<file path="config.mk">
export PLATFORM = sky130hd
export DESIGN_NAME = multi_cycle_control_fsm_flat
export DESIGN_NICKNAME = d
export VERILOG_FILES = /design/src/rtl/multi_cycle_control_fsm_pkg.sv /design/src/rtl/multi_cycle_control_fsm_if.sv /design/src/rtl/multi_cycle_control_fsm_mem_wait_timer.sv /design/src/rtl/multi_cycle_control_fsm.sv /design/src/flat_wrapper.sv
export SDC_FILE = /design/constraint.sdc
export NUM_CORES = 1
export LEC_CHECK = 0
export BUFFER_PORTS_ARGS = -buffer_cell sky130_fd_sc_hd__buf_2
export CORE_MARGIN = 3
export CORE_UTILIZATION = 52
export DETAILED_ROUTE_END_ITERATION = 16
export GPL_ROUTABILITY_DRIVEN = 0
export PLACE_DENSITY_LB_ADDON = 0.25
export SYNTH_ARGS = -nofsm -noshare
export SYNTH_HDL_FRONTEND = slang
export SYNTH_SLANG_ARGS = --single-unit
export TNS_END_PERCENT = 1
</file>
<file path="constraint.sdc">
create_clock -name iCLK -period 2.9 [get_ports iCLK]
set_input_delay 0.29 -clock iCLK [delete_from_list [all_inputs] [get_ports iCLK]]
set_output_delay 0.29 -clock iCLK [all_outputs]
set_load 0.03 [all_outputs]
</file>
<file path="src/rtl/multi_cycle_control_fsm_pkg.sv">
// ---------------------------------------------------------------------------
// riscv_ctrl_pkg
// Shared definitions for the multicycle RV32I control path and its datapath:
// opcode constants, 6-bit state codes, datapath mux/ALU encodings and the
// DECODE-stage dispatch helper.
// No ports (package).
// ---------------------------------------------------------------------------
package riscv_ctrl_pkg;

    // Major opcodes (IR[6:0])
    localparam logic [6:0] OP_LOAD   = 7'b0000011;
    localparam logic [6:0] OP_STORE  = 7'b0100011;
    localparam logic [6:0] OP_RTYPE  = 7'b0110011;
    localparam logic [6:0] OP_ITYPE  = 7'b0010011;
    localparam logic [6:0] OP_BRANCH = 7'b1100011;
    localparam logic [6:0] OP_JAL    = 7'b1101111;
    localparam logic [6:0] OP_JALR   = 7'b1100111;
    localparam logic [6:0] OP_LUI    = 7'b0110111;
    localparam logic [6:0] OP_AUIPC  = 7'b0010111;

    // Controller state codes (visible on oState for debug)
    typedef enum logic [5:0] {
        S_FETCH    = 6'd0,
        S_DECODE   = 6'd1,
        S_MEMADDR  = 6'd2,
        S_MEMREAD  = 6'd3,
        S_MEMWB    = 6'd4,
        S_MEMWRITE = 6'd5,
        S_EXEC_R   = 6'd6,
        S_EXEC_I   = 6'd7,
        S_LUI      = 6'd8,
        S_ALUWB    = 6'd9,
        S_BRANCH   = 6'd10,
        S_JAL      = 6'd11,
        S_JALR     = 6'd12,
        S_ILLEGAL  = 6'd62,
        S_BUSERR   = 6'd63
    } state_t;

    // Next-PC source
    typedef enum logic [1:0] {
        PCSRC_ALU    = 2'd0,   // ALU result (PC+4 in FETCH)
        PCSRC_ALUOUT = 2'd1,   // ALUOut (branch/JAL target computed in DECODE)
        PCSRC_JAL    = 2'd2,   // dedicated JAL address
        PCSRC_JALR   = 2'd3    // ALU result with bit 0 cleared
    } pcsrc_t;

    typedef enum logic [1:0] {
        SRCA_PC     = 2'd0,
        SRCA_A      = 2'd1,
        SRCA_PCBACK = 2'd2     // PC of the instruction currently in IR
    } alu_src_a_t;

    typedef enum logic [2:0] {
        SRCB_B    = 3'd0,
        SRCB_FOUR = 3'd1,
        SRCB_IMM  = 3'd2
    } alu_src_b_t;

    typedef enum logic [1:0] {
        ALUOP_ADD    = 2'd0,
        ALUOP_BRANCH = 2'd1,
        ALUOP_FUNCT  = 2'd2,
        ALUOP_PASSB  = 2'd3
    } alu_op_t;

    typedef enum logic [1:0] {
        M2R_ALUOUT = 2'd0,
        M2R_MDR    = 2'd1,
        M2R_PC     = 2'd2     // link value (PC already advanced in FETCH)
    } mem_to_reg_t;

    // DECODE dispatch: first state of the execute sequence for an opcode.
    // AUIPC goes straight to write-back because DECODE already leaves
    // PCBack+imm in ALUOut.
    function automatic state_t decode_op(input logic [6:0] op);
        state_t s;
        case (op)
            OP_LOAD,
            OP_STORE:  s = S_MEMADDR;
            OP_RTYPE:  s = S_EXEC_R;
            OP_ITYPE:  s = S_EXEC_I;
            OP_BRANCH: s = S_BRANCH;
            OP_JAL:    s = S_JAL;
            OP_JALR:   s = S_JALR;
            OP_LUI:    s = S_LUI;
            OP_AUIPC:  s = S_ALUWB;
            default:   s = S_ILLEGAL;
        endcase
        return s;
    endfunction

    // States that hold the memory port and wait for iMemReady.
    function automatic logic is_mem_wait_state(input state_t s);
        return (s == S_FETCH) || (s == S_MEMREAD) || (s == S_MEMWRITE);
    endfunction

endpackage

</file>
<file path="src/rtl/multi_cycle_control_fsm_if.sv">
// ---------------------------------------------------------------------------
// multi_cycle_control_fsm_if
// Bundle between the control FSM and the multicycle datapath.
//   iOp, iMemReady        : datapath/memory -> controller
//   o* control outputs    : controller -> datapath
// Modports: master = controller side, slave = datapath side.
// ---------------------------------------------------------------------------
interface multi_cycle_control_fsm_if;
    logic [6:0] iOp;
    logic       iMemReady;
    logic       oIRWrite;
    logic       oPCWrite;
    logic       oPCWriteCond;
    logic [1:0] oPCSource;
    logic       oIorD;
    logic       oMemRead;
    logic       oMemWrite;
    logic [1:0] oMemtoReg;
    logic       oRegWrite;
    logic [1:0] oALUSrcA;
    logic [2:0] oALUSrcB;
    logic [1:0] oALUOp;
    logic [5:0] oState;
    logic       oHalt;
    logic       oBusErr;

    modport master (
        input  iOp, iMemReady,
        output oIRWrite, oPCWrite, oPCWriteCond, oPCSource, oIorD, oMemRead,
               oMemWrite, oMemtoReg, oRegWrite, oALUSrcA, oALUSrcB, oALUOp,
               oState, oHalt, oBusErr
    );

    modport slave (
        output iOp, iMemReady,
        input  oIRWrite, oPCWrite, oPCWriteCond, oPCSource, oIorD, oMemRead,
               oMemWrite, oMemtoReg, oRegWrite, oALUSrcA, oALUSrcB, oALUOp,
               oState, oHalt, oBusErr
    );
endinterface

</file>
<file path="src/rtl/multi_cycle_control_fsm_mem_wait_timer.sv">
// ---------------------------------------------------------------------------
// mem_wait_timer
// Counts consecutive cycles a memory step waits for ready and flags a
// timeout on the cycle whose count would reach WAIT_LIMIT.
// Ports:
//   iCLK    in  clock
//   iRST    in  asynchronous active-low reset
//   clr     in  clear count (not waiting, or memory ready this cycle)
//   en      in  a memory step is waiting this cycle (ready low)
//   timeout out this waiting cycle is the WAIT_LIMIT-th in a row
// CNT_W must satisfy 2**CNT_W > WAIT_LIMIT.
// ---------------------------------------------------------------------------
module mem_wait_timer #(
    parameter int WAIT_LIMIT = 255,
    parameter int CNT_W      = 8
) (
    input  logic iCLK,
    input  logic iRST,
    input  logic clr,
    input  logic en,
    output logic timeout
);

    logic [CNT_W-1:0] cnt_reg;
    logic [CNT_W-1:0] cnt_inc;

    assign cnt_inc = cnt_reg + 1'b1;

    // Combinational so the FSM leaves on the very cycle the limit is hit;
    // a ready in that same cycle drops en and therefore wins.
    assign timeout = en && (cnt_inc == CNT_W'(WAIT_LIMIT));

    always_ff @(posedge iCLK or negedge iRST) begin
        if (!iRST) begin
            cnt_reg <= '0;
        end else if (clr) begin
            cnt_reg <= '0;
        end else if (en && !timeout) begin
            cnt_reg <= cnt_inc;
        end
    end

endmodule

</file>
<file path="src/rtl/multi_cycle_control_fsm.sv">
// ---------------------------------------------------------------------------
// multi_cycle_control_fsm
// Main control FSM of the multicycle RV32I core. Sequences the shared
// datapath through fetch / decode / execute / memory / write-back, stretches
// memory steps with iMemReady and a bounded wait, and parks in a halt state
// on an illegal opcode or a bus timeout (left only through reset).
// Ports:
//   iCLK  in  clock, rising edge
//   iRST  in  asynchronous active-low reset
//   bus   master modport: iOp, iMemReady in; datapath controls, oState,
//         oHalt, oBusErr out
// Controls are decoded combinationally from the current state; the write
// strobes are also forced low while reset is asserted.
// ---------------------------------------------------------------------------
module multi_cycle_control_fsm
    import riscv_ctrl_pkg::*;
#(
    parameter int WAIT_LIMIT = 255,
    parameter int CNT_W      = 8
) (
    input  logic                        iCLK,
    input  logic                        iRST,
    multi_cycle_control_fsm_if.master   bus
);

    state_t      state_reg;
    logic        mem_waiting;
    logic        timeout;

    // Decoded controls before reset gating of the strobes
    logic        ir_write;
    logic        pc_write;
    logic        pc_write_cond;
    logic        reg_write;
    logic        mem_write;
    logic        mem_read;
    logic        iord;
    pcsrc_t      pc_source;
    mem_to_reg_t mem_to_reg;
    alu_src_a_t  alu_src_a;
    alu_src_b_t  alu_src_b;
    alu_op_t     alu_op;
    logic        halt;
    logic        bus_err;

    // -----------------------------------------------------------------
    // Memory wait timer: runs only while a memory step sees ready low;
    // any other cycle (including a ready) restarts it from zero.
    // -----------------------------------------------------------------
    assign mem_waiting = is_mem_wait_state(state_reg) && !bus.iMemReady;

    mem_wait_timer #(
        .WAIT_LIMIT (WAIT_LIMIT),
        .CNT_W      (CNT_W)
    ) u_wait_timer (
        .iCLK    (iCLK),
        .iRST    (iRST),
        .clr     (!mem_waiting),
        .en      (mem_waiting),
        .timeout (timeout)
    );

    // -----------------------------------------------------------------
    // State register and transitions
    // -----------------------------------------------------------------
    always_ff @(posedge iCLK or negedge iRST) begin
        if (!iRST) begin
            state_reg <= S_FETCH;
        end else begin
            case (state_reg)
                S_FETCH: begin
                    if (bus.iMemReady)  state_reg <= S_DECODE;
                    else if (timeout)   state_reg <= S_BUSERR;
                end
                S_DECODE:   state_reg <= decode_op(bus.iOp);
                // Only loads and stores reach MEMADDR; IR still holds the op.
                S_MEMADDR:  state_reg <= (bus.iOp == OP_STORE) ? S_MEMWRITE : S_MEMREAD;
                S_MEMREAD: begin
                    if (bus.iMemReady)  state_reg <= S_MEMWB;
                    else if (timeout)   state_reg <= S_BUSERR;
                end
                S_MEMWRITE: begin
                    if (bus.iMemReady)  state_reg <= S_FETCH;
                    else if (timeout)   state_reg <= S_BUSERR;
                end
                S_EXEC_R,
                S_EXEC_I,
                S_LUI:      state_reg <= S_ALUWB;
                S_MEMWB,
                S_ALUWB,
                S_BRANCH,
                S_JAL,
                S_JALR:     state_reg <= S_FETCH;
                S_ILLEGAL,
                S_BUSERR:   state_reg <= state_reg;
                default:    state_reg <= S_ILLEGAL;
            endcase
        end
    end

    // -----------------------------------------------------------------
    // Control decode from the current state
    // -----------------------------------------------------------------
    always_comb begin
        ir_write      = 1'b0;
        pc_write      = 1'b0;
        pc_write_cond = 1'b0;
        reg_write     = 1'b0;
        mem_write     = 1'b0;
        mem_read      = 1'b0;
        iord          = 1'b0;
        pc_source     = PCSRC_ALU;
        mem_to_reg    = M2R_ALUOUT;
        alu_src_a     = SRCA_PC;
        alu_src_b     = SRCB_B;
        alu_op        = ALUOP_ADD;
        halt          = 1'b0;
        bus_err       = 1'b0;

        case (state_reg)
            S_FETCH: begin
                iord     = 1'b0;
                mem_read = 1'b1;
                // IR load and PC+4 commit only on the completing cycle.
                if (bus.iMemReady) begin
                    ir_write  = 1'b1;
                    pc_write  = 1'b1;
                    alu_src_a = SRCA_PC;
                    alu_src_b = SRCB_FOUR;
                    alu_op    = ALUOP_ADD;
                    pc_source = PCSRC_ALU;
                end
            end
            S_DECODE: begin
                // Speculative PCBack+imm into ALUOut (branch/JAL target, AUIPC)
                alu_src_a = SRCA_PCBACK;
                alu_src_b = SRCB_IMM;
                alu_op    = ALUOP_ADD;
            end
            S_MEMADDR: begin
                alu_src_a = SRCA_A;
                alu_src_b = SRCB_IMM;
                alu_op    = ALUOP_ADD;
            end
            S_MEMREAD: begin
                iord     = 1'b1;
                mem_read = 1'b1;
            end
            S_MEMWB: begin
                reg_write  = 1'b1;
                mem_to_reg = M2R_MDR;
            end
            S_MEMWRITE: begin
                // Request held for the whole access until memory is ready.
                iord      = 1'b1;
                mem_write = 1'b1;
            end
            S_EXEC_R: begin
                alu_src_a = SRCA_A;
                alu_src_b = SRCB_B;
                alu_op    = ALUOP_FUNCT;
            end
            S_EXEC_I: begin
                alu_src_a = SRCA_A;
                alu_src_b = SRCB_IMM;
                alu_op    = ALUOP_FUNCT;
            end
            S_LUI: begin
                alu_src_b = SRCB_IMM;
                alu_op    = ALUOP_PASSB;
            end
            S_ALUWB: begin
                reg_write  = 1'b1;
                mem_to_reg = M2R_ALUOUT;
            end
            S_BRANCH: begin
                alu_src_a     = SRCA_A;
                alu_src_b     = SRCB_B;
                alu_op        = ALUOP_BRANCH;
                pc_write_cond = 1'b1;
                pc_source     = PCSRC_ALUOUT;
            end
            S_JAL: begin
                reg_write  = 1'b1;
                mem_to_reg = M2R_PC;
                pc_write   = 1'b1;
                pc_source  = PCSRC_ALUOUT;
            end
            S_JALR: begin
                // A was latched in DECODE, so overwriting rd this edge
                // cannot disturb the target computation.
                alu_src_a  = SRCA_A;
                alu_src_b  = SRCB_IMM;
                alu_op     = ALUOP_ADD;
                pc_source  = PCSRC_JALR;
                pc_write   = 1'b1;
                reg_write  = 1'b1;
                mem_to_reg = M2R_PC;
            end
            S_ILLEGAL: begin
                halt = 1'b1;
            end
            S_BUSERR: begin
                halt    = 1'b1;
                bus_err = 1'b1;
            end
            default: begin
                halt = 1'b1;
            end
        endcase
    end

    // Strobes are qualified by reset so nothing commits while iRST is low,
    // even though FETCH is the reset state.
    assign bus.oIRWrite     = ir_write      & iRST;
    assign bus.oPCWrite     = pc_write      & iRST;
    assign bus.oPCWriteCond = pc_write_cond & iRST;
    assign bus.oRegWrite    = reg_write     & iRST;
    assign bus.oMemWrite    = mem_write     & iRST;
    assign bus.oMemRead     = mem_read;
    assign bus.oIorD        = iord;
    assign bus.oPCSource    = pc_source;
    assign bus.oMemtoReg    = mem_to_reg;
    assign bus.oALUSrcA     = alu_src_a;
    assign bus.oALUSrcB     = alu_src_b;
    assign bus.oALUOp       = alu_op;
    assign bus.oState       = state_reg;
    assign bus.oHalt        = halt;
    assign bus.oBusErr      = bus_err;

endmodule

</file>
<file path="src/flat_wrapper.sv">
// flat-port wrapper written by rule: the top's interface ports become plain ports
module multi_cycle_control_fsm_flat import riscv_ctrl_pkg::*;
#(
    parameter int WAIT_LIMIT = 255,
    parameter int CNT_W      = 8
)
  (iCLK, iRST, bus_iOp, bus_iMemReady, bus_oIRWrite, bus_oPCWrite, bus_oPCWriteCond, bus_oPCSource, bus_oIorD, bus_oMemRead, bus_oMemWrite, bus_oMemtoReg, bus_oRegWrite, bus_oALUSrcA, bus_oALUSrcB, bus_oALUOp, bus_oState, bus_oHalt, bus_oBusErr);
  multi_cycle_control_fsm_if bus_i ();
  input  logic iCLK;
  input  logic iRST;
  input wire logic [$bits(bus_i.iOp)-1:0] bus_iOp;
  input wire logic [$bits(bus_i.iMemReady)-1:0] bus_iMemReady;
  output wire logic [$bits(bus_i.oIRWrite)-1:0] bus_oIRWrite;
  output wire logic [$bits(bus_i.oPCWrite)-1:0] bus_oPCWrite;
  output wire logic [$bits(bus_i.oPCWriteCond)-1:0] bus_oPCWriteCond;
  output wire logic [$bits(bus_i.oPCSource)-1:0] bus_oPCSource;
  output wire logic [$bits(bus_i.oIorD)-1:0] bus_oIorD;
  output wire logic [$bits(bus_i.oMemRead)-1:0] bus_oMemRead;
  output wire logic [$bits(bus_i.oMemWrite)-1:0] bus_oMemWrite;
  output wire logic [$bits(bus_i.oMemtoReg)-1:0] bus_oMemtoReg;
  output wire logic [$bits(bus_i.oRegWrite)-1:0] bus_oRegWrite;
  output wire logic [$bits(bus_i.oALUSrcA)-1:0] bus_oALUSrcA;
  output wire logic [$bits(bus_i.oALUSrcB)-1:0] bus_oALUSrcB;
  output wire logic [$bits(bus_i.oALUOp)-1:0] bus_oALUOp;
  output wire logic [$bits(bus_i.oState)-1:0] bus_oState;
  output wire logic [$bits(bus_i.oHalt)-1:0] bus_oHalt;
  output wire logic [$bits(bus_i.oBusErr)-1:0] bus_oBusErr;
  assign bus_i.iOp = bus_iOp;
  assign bus_i.iMemReady = bus_iMemReady;
  assign bus_oIRWrite = bus_i.oIRWrite;
  assign bus_oPCWrite = bus_i.oPCWrite;
  assign bus_oPCWriteCond = bus_i.oPCWriteCond;
  assign bus_oPCSource = bus_i.oPCSource;
  assign bus_oIorD = bus_i.oIorD;
  assign bus_oMemRead = bus_i.oMemRead;
  assign bus_oMemWrite = bus_i.oMemWrite;
  assign bus_oMemtoReg = bus_i.oMemtoReg;
  assign bus_oRegWrite = bus_i.oRegWrite;
  assign bus_oALUSrcA = bus_i.oALUSrcA;
  assign bus_oALUSrcB = bus_i.oALUSrcB;
  assign bus_oALUOp = bus_i.oALUOp;
  assign bus_oState = bus_i.oState;
  assign bus_oHalt = bus_i.oHalt;
  assign bus_oBusErr = bus_i.oBusErr;
  multi_cycle_control_fsm #(.WAIT_LIMIT(WAIT_LIMIT), .CNT_W(CNT_W)) u_core (.iCLK(iCLK), .iRST(iRST), .bus(bus_i));
endmodule
</file>
Word level (Yosys, flattened, before mapping):

Index checks and enable logic that the tools add are counted.

* equal/unequal tests: 25
* bitwise operators: 5
* reduce and logical (&&, ||, !) cells: 21
* add/subtract/negate cells: 1
* mux-type cells: 25

Operators with widths (number)
* case mux 6 bit (8 select lines): 2
* == test 6 x 4 -> 1 bit (second input constant): 5
* == test 6 x 3 -> 1 bit (second input constant): 4
* two-way mux 6 bit: 4
* == test 7 x 6 -> 1 bit (second input constant): 3
* == test 7 bit (second input constant): 3
* two-way mux 8 bit: 2
* OR reduction 5 bit: 3
* == test 7 x 5 -> 1 bit (second input constant): 2
* OR reduction 2 bit: 7
* OR reduction 13 bit: 1
* == test 6 x 2 -> 1 bit (second input constant): 2
* == test 6 bit (second input constant): 2
* case mux 2 bit (2 select lines): 3
* two-way mux 1 bit: 10
* adder 8 x 1 -> 8 bit (second input constant): 1
* == test 8 bit (second input constant): 1
* == test 7 x 2 -> 1 bit (second input constant): 1
* == test 6 x 1 -> 1 bit (second input constant): 1
* logical NOT 6 bit: 1
* case mux 2 bit (3 select lines): 1
* case mux 3 bit (2 select lines): 1
* AND 1 bit: 5
* OR reduction 4 bit: 1
* 7 further kinds: 11

* register bits after elaboration: 14
* logic and storage cells: 79
* output and inout port bits: 26
* input port bits: 10

Depth between registers and ports, before layout:

Gate-level depths: netlist (run 1).

* word-level depth: 9
* mapped depth: 7
* depth with buffers taken out: 6

By module:

Synthesis (run 1) repeated with hierarchy kept, for this count alone.

* cells, all modules: 176
* area, all modules: 1362.6 um^2

Modules (own cells, without submodules)
* multi_cycle_control_fsm: seq. area each 150.1 um^2, area each 832.0 um^2, cells each 121, instances 1
* mem_wait_timer: seq. area each 200.2 um^2, area each 530.5 um^2, cells each 55, instances 1

Worst setup path after synthesis (run 1):

OpenSTA, ideal clock, no wires.

* path type: register to output
* start: register u_core.state_reg[2], in the netlist u_core.bus.oState[2]
* end: output port bus_oPCWrite
* data required time: 2610 ps
* path buffers: 2
* setup slack: 458 ps
* stages on the path, launching flop included: 6
* data arrival time: 2152 ps
* cells stage by stage: dfrtp_1 > clkbuf_1 > clkbuf_1 > nand2_1 > a21oi_1 > o21a_1

* cells in the longest elaborated chain, start to end: 4
* elaborated cells between the ends (all ways): 6
* those cells by class: eq/ne: 2; mux: 1; bitwise: 1; reduce/logical: 2

RTL lines
* start, declared: line multi_cycle_control_fsm.sv:26 `state_t state_reg;`
* start signal, assigned: line multi_cycle_control_fsm.sv:75 `S_DECODE: state_reg <= decode_op(bus.iOp);`
* start signal, assigned: line multi_cycle_control_fsm.sv:77 `S_MEMADDR: state_reg <= (bus.iOp == OP_STORE) ? S_MEMWRITE : S_MEMREAD;`
* start signal, assigned: line multi_cycle_control_fsm.sv:95 `S_BUSERR: state_reg <= state_reg;`
* == test 6 x 4 -> 1 bit: line multi_cycle_control_fsm.sv:120 `case (state_reg)`
* OR reduction 2 bit (no line)
* case mux 1 bit (2 select lines) *: line multi_cycle_control_fsm.sv:120
* AND 1 bit *: line multi_cycle_control_fsm.sv:216 `assign bus.oPCWrite = pc_write & iRST;`
* end, declared: line flat_wrapper.sv:14 `output wire logic [$bits(bus_i.oPCWrite)-1:0] bus_oPCWrite;`

Mark *: on every way between the ends. The rest lies on a longest branch, timed or not.

Worst setup path after layout (run 1):

* start: register u_core.state_reg[3], in the netlist u_core.bus.oState[3]
* end: output port bus_oIRWrite

* cells in the longest elaborated chain, start to end: 3

RTL lines
* logical NOT 6 bit: line multi_cycle_control_fsm.sv:120
* two-way mux 1 bit: line multi_cycle_control_fsm.sv:120
* AND 1 bit: line multi_cycle_control_fsm.sv:215 `assign bus.oIRWrite = ir_write & iRST;`
* end, declared: line flat_wrapper.sv:13 `output wire logic [$bits(bus_i.oIRWrite)-1:0] bus_oIRWrite;`

Every way passes these cells.

==> impl_results.md, run 1 <==
- Post-synthesis area per instance: 7.90 sq um
- Max FO, Critical Path: 13
- Pwr Density: 257 nW/um^2
- Cells after DPL: 218
- Required @ worst endpoint: 2.61 ns
- Highest Clock Rate: 396 MHz
- Slew of the pin with the lowest slew margin: 0.552 ns
- Core ar.: 2300 sq um
- Antenna violations before repair: 0
- Final setup fails: 0
- CP Cell Sequence: or3_2, nor2_1, and3_1, and2_1, buf_2
- Register bit total from synthesis: 14
- Setup crit end kind: output port
- Worst flop-to-flop path startpoint: u_core.u_wait_timer.cnt_reg[0]
- Post-CTS Setup Bufs: 0
- Logic pwr share: 11.9%
- Worst R2R Path Depth: 5
- Clk_skew: 0.00666 ns
- Final period util: 87.1%
- CP arrival: 2.24 ns
- Drt wl/cell: 14.7 microns
- EDFF count, synth: 0
- CP Launch Type: register
- Row Count: 17
- CTS buffer count: 3
- Starting Density: 56.4%
- GRT Residual Overflow: 0
- Post-Route Setup TNS: 0 ns
- Min cycle time layout: 2.53 ns
- I/O pins: 36
- Die X: 55.9 microns
- Post-Syn Area: 1290 sq um
- CP peak stage delay: 0.64 ns
- # clock sinks: 14
- P&R area growth vs syn: 14.6%
- CTS tree: done
- Async S/R FF share, synth: 100%
- Vias per cell: 5.91
- Design area: 1480 sq um
- Ant. Diodes: 0
- Reg power frac: 51.9%
- Largest net degree at the start of global routing: 19
- First DRT Iteration DRCs: 51
- Predominant post-synthesis flop cell: dfrtp_1
- WHS: 0.330 ns
- First-pass GRT wire length: 5290 microns
- Tot GR Track Use: 20.6%
- Critical path type: register to output port
- Post-route ant nets: 0
- Max FFs per register: 8
- Post-route insts no fill: 223
- Internal: 0.288 mW
- Clock-pin slew on the worst setup and hold paths: 0.09 ns
- DRC Markers: 0
- Worst R2R Setup Slack: 0.54 ns
- Placed Area: 1440 sq um
- Status: finished clean
- Vias in the first global route: 1173
- Final slew viol count: 0
- Hold-critical path depth: 2
- Slowest CP cell: or3_2
- Net Count, Synth: 176
- Unrepaired setup endpoints after global routing: no
- Post-Route WL: 3270 microns
- Psw: 0.0935 mW
- VDD IR max: 0.224 mV
- RR Endpoint: u_core.u_wait_timer.cnt_reg[0]
- Clock Tree Buf Depth: 2
- Slew HR: 63.2%
- HPWL after detailed placement: 2470 microns
- HP Class: primary input to register
- Total power: 0.382 mW
- Hold path start: bus_iMemReady
- Clock root cell: clkbuf_4
- Worst hold path endpoint: u_core.u_wait_timer.cnt_reg[7]
- Count of warnings emitted by yosys: 0
- Final Hold Fails: 0
- Sequential-to-total area share from yosys stat: 27.1%
- Layout cell share with drive strength beyond 1: 27.2%
- Die ar.: 3130 sq um
- Chip height: 55.9 microns
- Number of detailed-route iterations in the first pass: 4
- Synth cell types: 54
- Depth of the CTS H-tree: 1
- Port buffer count: 34
- Worst-skew pair later-pin latency: 0.28 ns
- Post-synthesis instance total: 164
- Final net count: 208
- Clock network power share: 36.2%
- Leak Pwr: 0.620 nW
- Max-cap violation count: 0
- Switching share of power: 24.5%
- Vias: 1319
-- synth_stat cells (2+ instances only) --
cell type / number / area, sq um
clkbuf_1: 7 / 26.3
ha_1: 2 / 25.0
a31oi_1: 3 / 18.8
o21bai_1: 2 / 15.0
nand3_1: 5 / 25.0
mux2i_1: 2 / 20.0
dfrtp_1: 14 / 350
a211oi_1: 4 / 30.0
xnor2_1: 2 / 17.5
mux2_1: 2 / 22.5
or2_2: 3 / 18.8
nor2_1: 20 / 75.1
inv_1: 3 / 11.3
nor3_1: 8 / 40.0
nand4_1: 2 / 12.5
nor3b_1: 3 / 22.5
nor2b_1: 6 / 37.5
xor2_1: 3 / 26.3
nand2_1: 19 / 71.3
a21oi_1: 11 / 55.1
or3_1: 2 / 12.5
o21ai_0: 6 / 30.0
nand2b_1: 4 / 25.0
-- cell type report --
type | count | area [sq um]
multi-input cells | 137 | 856
fillers | 220 | 813
flip-flops and latches | 14 | 350
repair buffers | 37 | 195
clock buffers | 4 | 36.3
well taps | 28 | 35.0
inverters | 3 | 11.3
-- cell usage in the layout, fill, tap and decap left out, types with 2 or more instances in the layout --
master / n
nor3_1: 8
nor3b_1: 3
o21ai_0: 6
nor2b_1: 6
buf_4: 2
o21bai_1: 2
mux2i_1: 2
buf_2: 34
a21oi_1: 11
or2_2: 3
inv_1: 3
mux2_1: 2
nand4_1: 2
nor2_1: 20
or3_1: 2
nand3_1: 5
clkbuf_4: 3
ha_1: 2
a211oi_1: 4
a31oi_1: 3
xor2_1: 3
nand2b_1: 4
xnor2_1: 2
nand2_1: 19
dfrtp_1: 14
-- per-layer routing --
layer	up-vias	global-route usage, %	wire [microns]
met5	-	0	0
met4	0	2.03	10
met3	2	4.41	146
met2	31	35.1	1580
met1	633	27.7	1530
li1	653	-	-
-- worst max-delay path by stage --
| stage | endpoint | from | slack, ns | cells past startpoint |
|---|---|---|---|---|
| 2_1_floorplan | bus_oPCWrite | u_core.bus.oState[2] | 0.46 | 5 |
| 3_3_place_gp | u_core.u_wait_timer.cnt_reg[0] | u_core.u_wait_timer.cnt_reg[0] | 0.67 | 5 |
| 3_5_place_dp | u_core.u_wait_timer.cnt_reg[0] | u_core.u_wait_timer.cnt_reg[0] | 0.56 | 5 |
| 4_1_cts | bus_oIRWrite | u_core.bus.oState[3] | 0.37 | 5 |
| 5_1_grt | bus_oIRWrite | u_core.bus.oState[3] | 0.22 | 5 |
| 6_report | bus_oIRWrite | u_core.bus.oState[3] | 0.37 | 5 |
-- critical path, delay by kind of cell, from the launching register on --
family | cells | cell delay [ns]
buf+inv | 1 | 0.19
flops | 1 | 0.51
simple gates | 4 | 1.26
-- repair_timing --
item                                   4_1_cts  5_1_grt
gates resized for setup                      0        0
setup endpoints to repair                    0        0
endpoints found under the hold margin       14        0
hold buffers                                 1        0
-- metrics by stage --
step                setup WS, ns  utilization, %
detailed placement         0.559            62.6
CTS                        0.370            64.6
global placement           0.669            62.6
global route               0.218            64.6
floorplan                  0.458               -
finish                     0.373            64.6
-- power by group through the flow --
stage | clock network, mW | registers [mW] | logic (mW)
final | 0.138 | 0.198 | 0.0455
after global routing | 0.150 | 0.198 | 0.0495
after CTS | 0.141 | 0.198 | 0.0459
after detailed placement | 0 | 0.202 | 0.0446
after global placement | 0 | 0.202 | 0.0425
after floorplan | 0 | 0.204 | 0.0203
-- logic make-up after synthesis --
| logic type | after synthesis | synth area share (%) |
|---|---|---|
| buf+inv | 13 | 6.86 |
| flops | 14 | 27.1 |
| compound gates | 37 | 19.8 |
| simple gates | 88 | 37.4 |
| mux | 4 | 3.28 |
| other cells | 1 | 0.290 |
| fa+ha+maj | 2 | 1.93 |
| xor+xnor | 5 | 3.38 |
(Power assumes the default switching activity.)
==> inputs of run 2 (changes only) <==
BUFFER_PORTS_ARGS = -buffer_cell sky130_fd_sc_hd__clkbuf_2   (was -buffer_cell sky130_fd_sc_hd__buf_2)
==> impl_results.md, run 2 (same netlist as run 1, synthesis figures left out) <==
- Die ar.: 3130 sq um (unchanged)
- Hold path start: bus_iMemReady
- Post-route insts no fill: 222 (-0.45%)
- Final Hold Fails: 0 (unchanged)
- Worst hold path endpoint: u_core.u_wait_timer.cnt_reg[7]
- Setup crit end kind: output port
- Slew HR: 60.6% (-2.6 points)
- Post-route ant nets: 0 (unchanged)
- Leak Pwr: 0.608 nW (-1.9%)
- Design area: 1480 sq um (-0.51%)
- GRT Residual Overflow: 0 (unchanged)
- Core ar.: 2300 sq um (unchanged)
- RR Endpoint: u_core.bus.oState[3]
- Reg area: 350 sq um (unchanged)
- WHS: 0.318 ns (-0.0121 ns)
- Worst R2R Setup Slack: 0.55 ns (about the same)
- Clock-pin slew on the worst setup and hold paths: 0.09 ns (about the same)
- Clock root cell: clkbuf_4
- Starting Density: 56.4% (unchanged)
- Multi-input combinational cell area: 856 sq um (unchanged)
- Row Count: 17 (unchanged)
- Critical path type: register to output port
- VDD IR max: 0.257 mV (+15%)
- CTS buffer count: 3 (unchanged)
- Clk_skew: 0.00416 ns (-0.00250 ns)
- Number of detailed-route iterations in the first pass: 6 (+2)
- Pwr Density: 263 nW/um^2 (+2.0%)
- Fin util: 64.3% (-0.33 points)
- Worst R2R Path Depth: 5 (unchanged)
- Layout cell share with drive strength beyond 1: 26.8% (-0.38 points)
- Final period util: 89.2% (+2.0 points)
- Worst flop-to-flop path startpoint: u_core.bus.oState[2]
- Drt wl/cell: 14.7 microns (+0.57%)
- # clock sinks: 14 (unchanged)
- Tot GR Track Use: 21.6% (+1.0 points)
- CTS tree: done
- Clock Tree Buf Depth: 2 (unchanged)
- Port buffer count: 34 (unchanged)
- HPWL after detailed placement: 2480 microns (+0.64%)
- Max FO, Critical Path: 13 (unchanged)
- Most frequent cells in the layout: clkbuf_2 (34), nor2_1 (20), nand2_1 (19)
- Chip height: 55.9 microns (unchanged)
- DRC Markers: 0 (unchanged)
- Slew of the pin with the lowest slew margin: 0.591 ns (+0.0394 ns)
- First-pass GRT wire length: 5600 microns (+5.9%)
- Vias in the first global route: 1267 (+8.0%)
- Depth of the CTS H-tree: 1 (unchanged)
- Max-cap violation count: 0 (unchanged)
- Post-Route Setup TNS: 0 ns (unchanged)
- P&R area growth vs syn: 14.0%
- Placed Area: 1430 sq um (-0.52%)
- Min cycle time layout: 2.59 ns (+0.0584 ns)
- Largest net degree at the start of global routing: 21 (+2)
- Highest Clock Rate: 387 MHz (-2.3%)
- FILL cells: 208 (-5.5%)
- Vias per cell: 6.02 (+1.7%)
- Ant. Diodes: 0 (unchanged)
- Worst-skew pair later-pin latency: 0.29 ns (about the same)
- HP Class: primary input to register
- CP arrival: 2.30 ns (+0.06 ns)
- Final setup fails: 0 (unchanged)
- Final slew viol count: 0 (unchanged)
- CP Launch Type: register
- First DRT Iteration DRCs: 54 (+5.9%)
- Status: finished clean
- Max FFs per register: 8 (unchanged)
- Final net count: 207 (-0.48%)
- Required @ worst endpoint: 2.61 ns (about the same)
- Hold-critical path depth: 2 (unchanged)
- Post-Route WL: 3270 microns (+0.12%)
- Commonest non-fill, non-tap cell in the layout: clkbuf_2
- Vias: 1336 (+1.3%)
- Die X: 55.9 microns (unchanged)
- Unrepaired setup endpoints after global routing: no
- Cells after DPL: 217 (-0.46%)
- Antenna violations before repair: 0 (unchanged)
- I/O pins: 36 (unchanged)
run 2: changes by cell type in the layout (fill, tap and decap cells not counted), sizes merged:
cell | previous run | this run
buf | 36 | 1
clkbuf | 4 | 38
run 2: where the power goes:
group | switching, mW | internal [mW]
Sequential | 0.00223 | 0.196
Combinational | 0.0301 | 0.0158
Clock | 0.0668 | 0.0765
Total | 0.0992 | 0.288
run 2: worst max-delay path, stage by stage (launching register included):
cell	delay, ns
dfrtp_1	0.52
or3_2	0.65
nor2_1	0.27
and3_1	0.25
and2_1	0.13
clkbuf_2	0.19
run 2: how the worst max path moves through the flow:
| stage | slack, ns | to | startpoint |
|---|---|---|---|
| 2_1_floorplan | 0.46 | bus_oPCWrite | u_core.bus.oState[2] |
| 3_3_place_gp | 0.65 | u_core.bus.oState[3] | u_core.bus.oState[2] |
| 3_5_place_dp | 0.59 | u_core.u_wait_timer.cnt_reg[1] | u_core.u_wait_timer.cnt_reg[0] |
| 4_1_cts | 0.34 | bus_oIRWrite | u_core.bus.oState[3] |
| 5_1_grt | 0.19 | bus_oIRWrite | u_core.bus.oState[3] |
| 6_report | 0.31 | bus_oIRWrite | u_core.bus.oState[3] |
run 2: timing repair:
action                                 in CTS  in global routing
hold buffers                                1                  0
setup buffers                               0                  0
gates resized for setup                     0                  0
endpoints found under the hold margin      14                  0
run 2: stage by stage:
step           power [mW]  setup slack, ns
2_1_floorplan       0.225            0.458
6_report            0.388            0.314
3_3_place_gp        0.244            0.648
3_5_place_dp        0.247            0.587
4_1_cts             0.390            0.341
5_1_grt             0.403            0.189
run 2: layout make-up:
| class | instances | area share (%) |
|---|---|---|
| clock buffers | 4 | 2.46 |
| inverters | 3 | 0.763 |
| multi-input cells | 137 | 58.0 |
| flip-flops and latches | 14 | 23.7 |
| well taps | 28 | 2.37 |
| repair buffers | 36 | 12.7 |
run 2: per-layer routing:
metal	part of all wire, %	track usage [%]	vias up
met1	46	27.8	635
met2	48	36.8	43
li1	-	-	652
met5	0	0	-
met3	5.3	4.87	6
met4	1.5	4.75	0
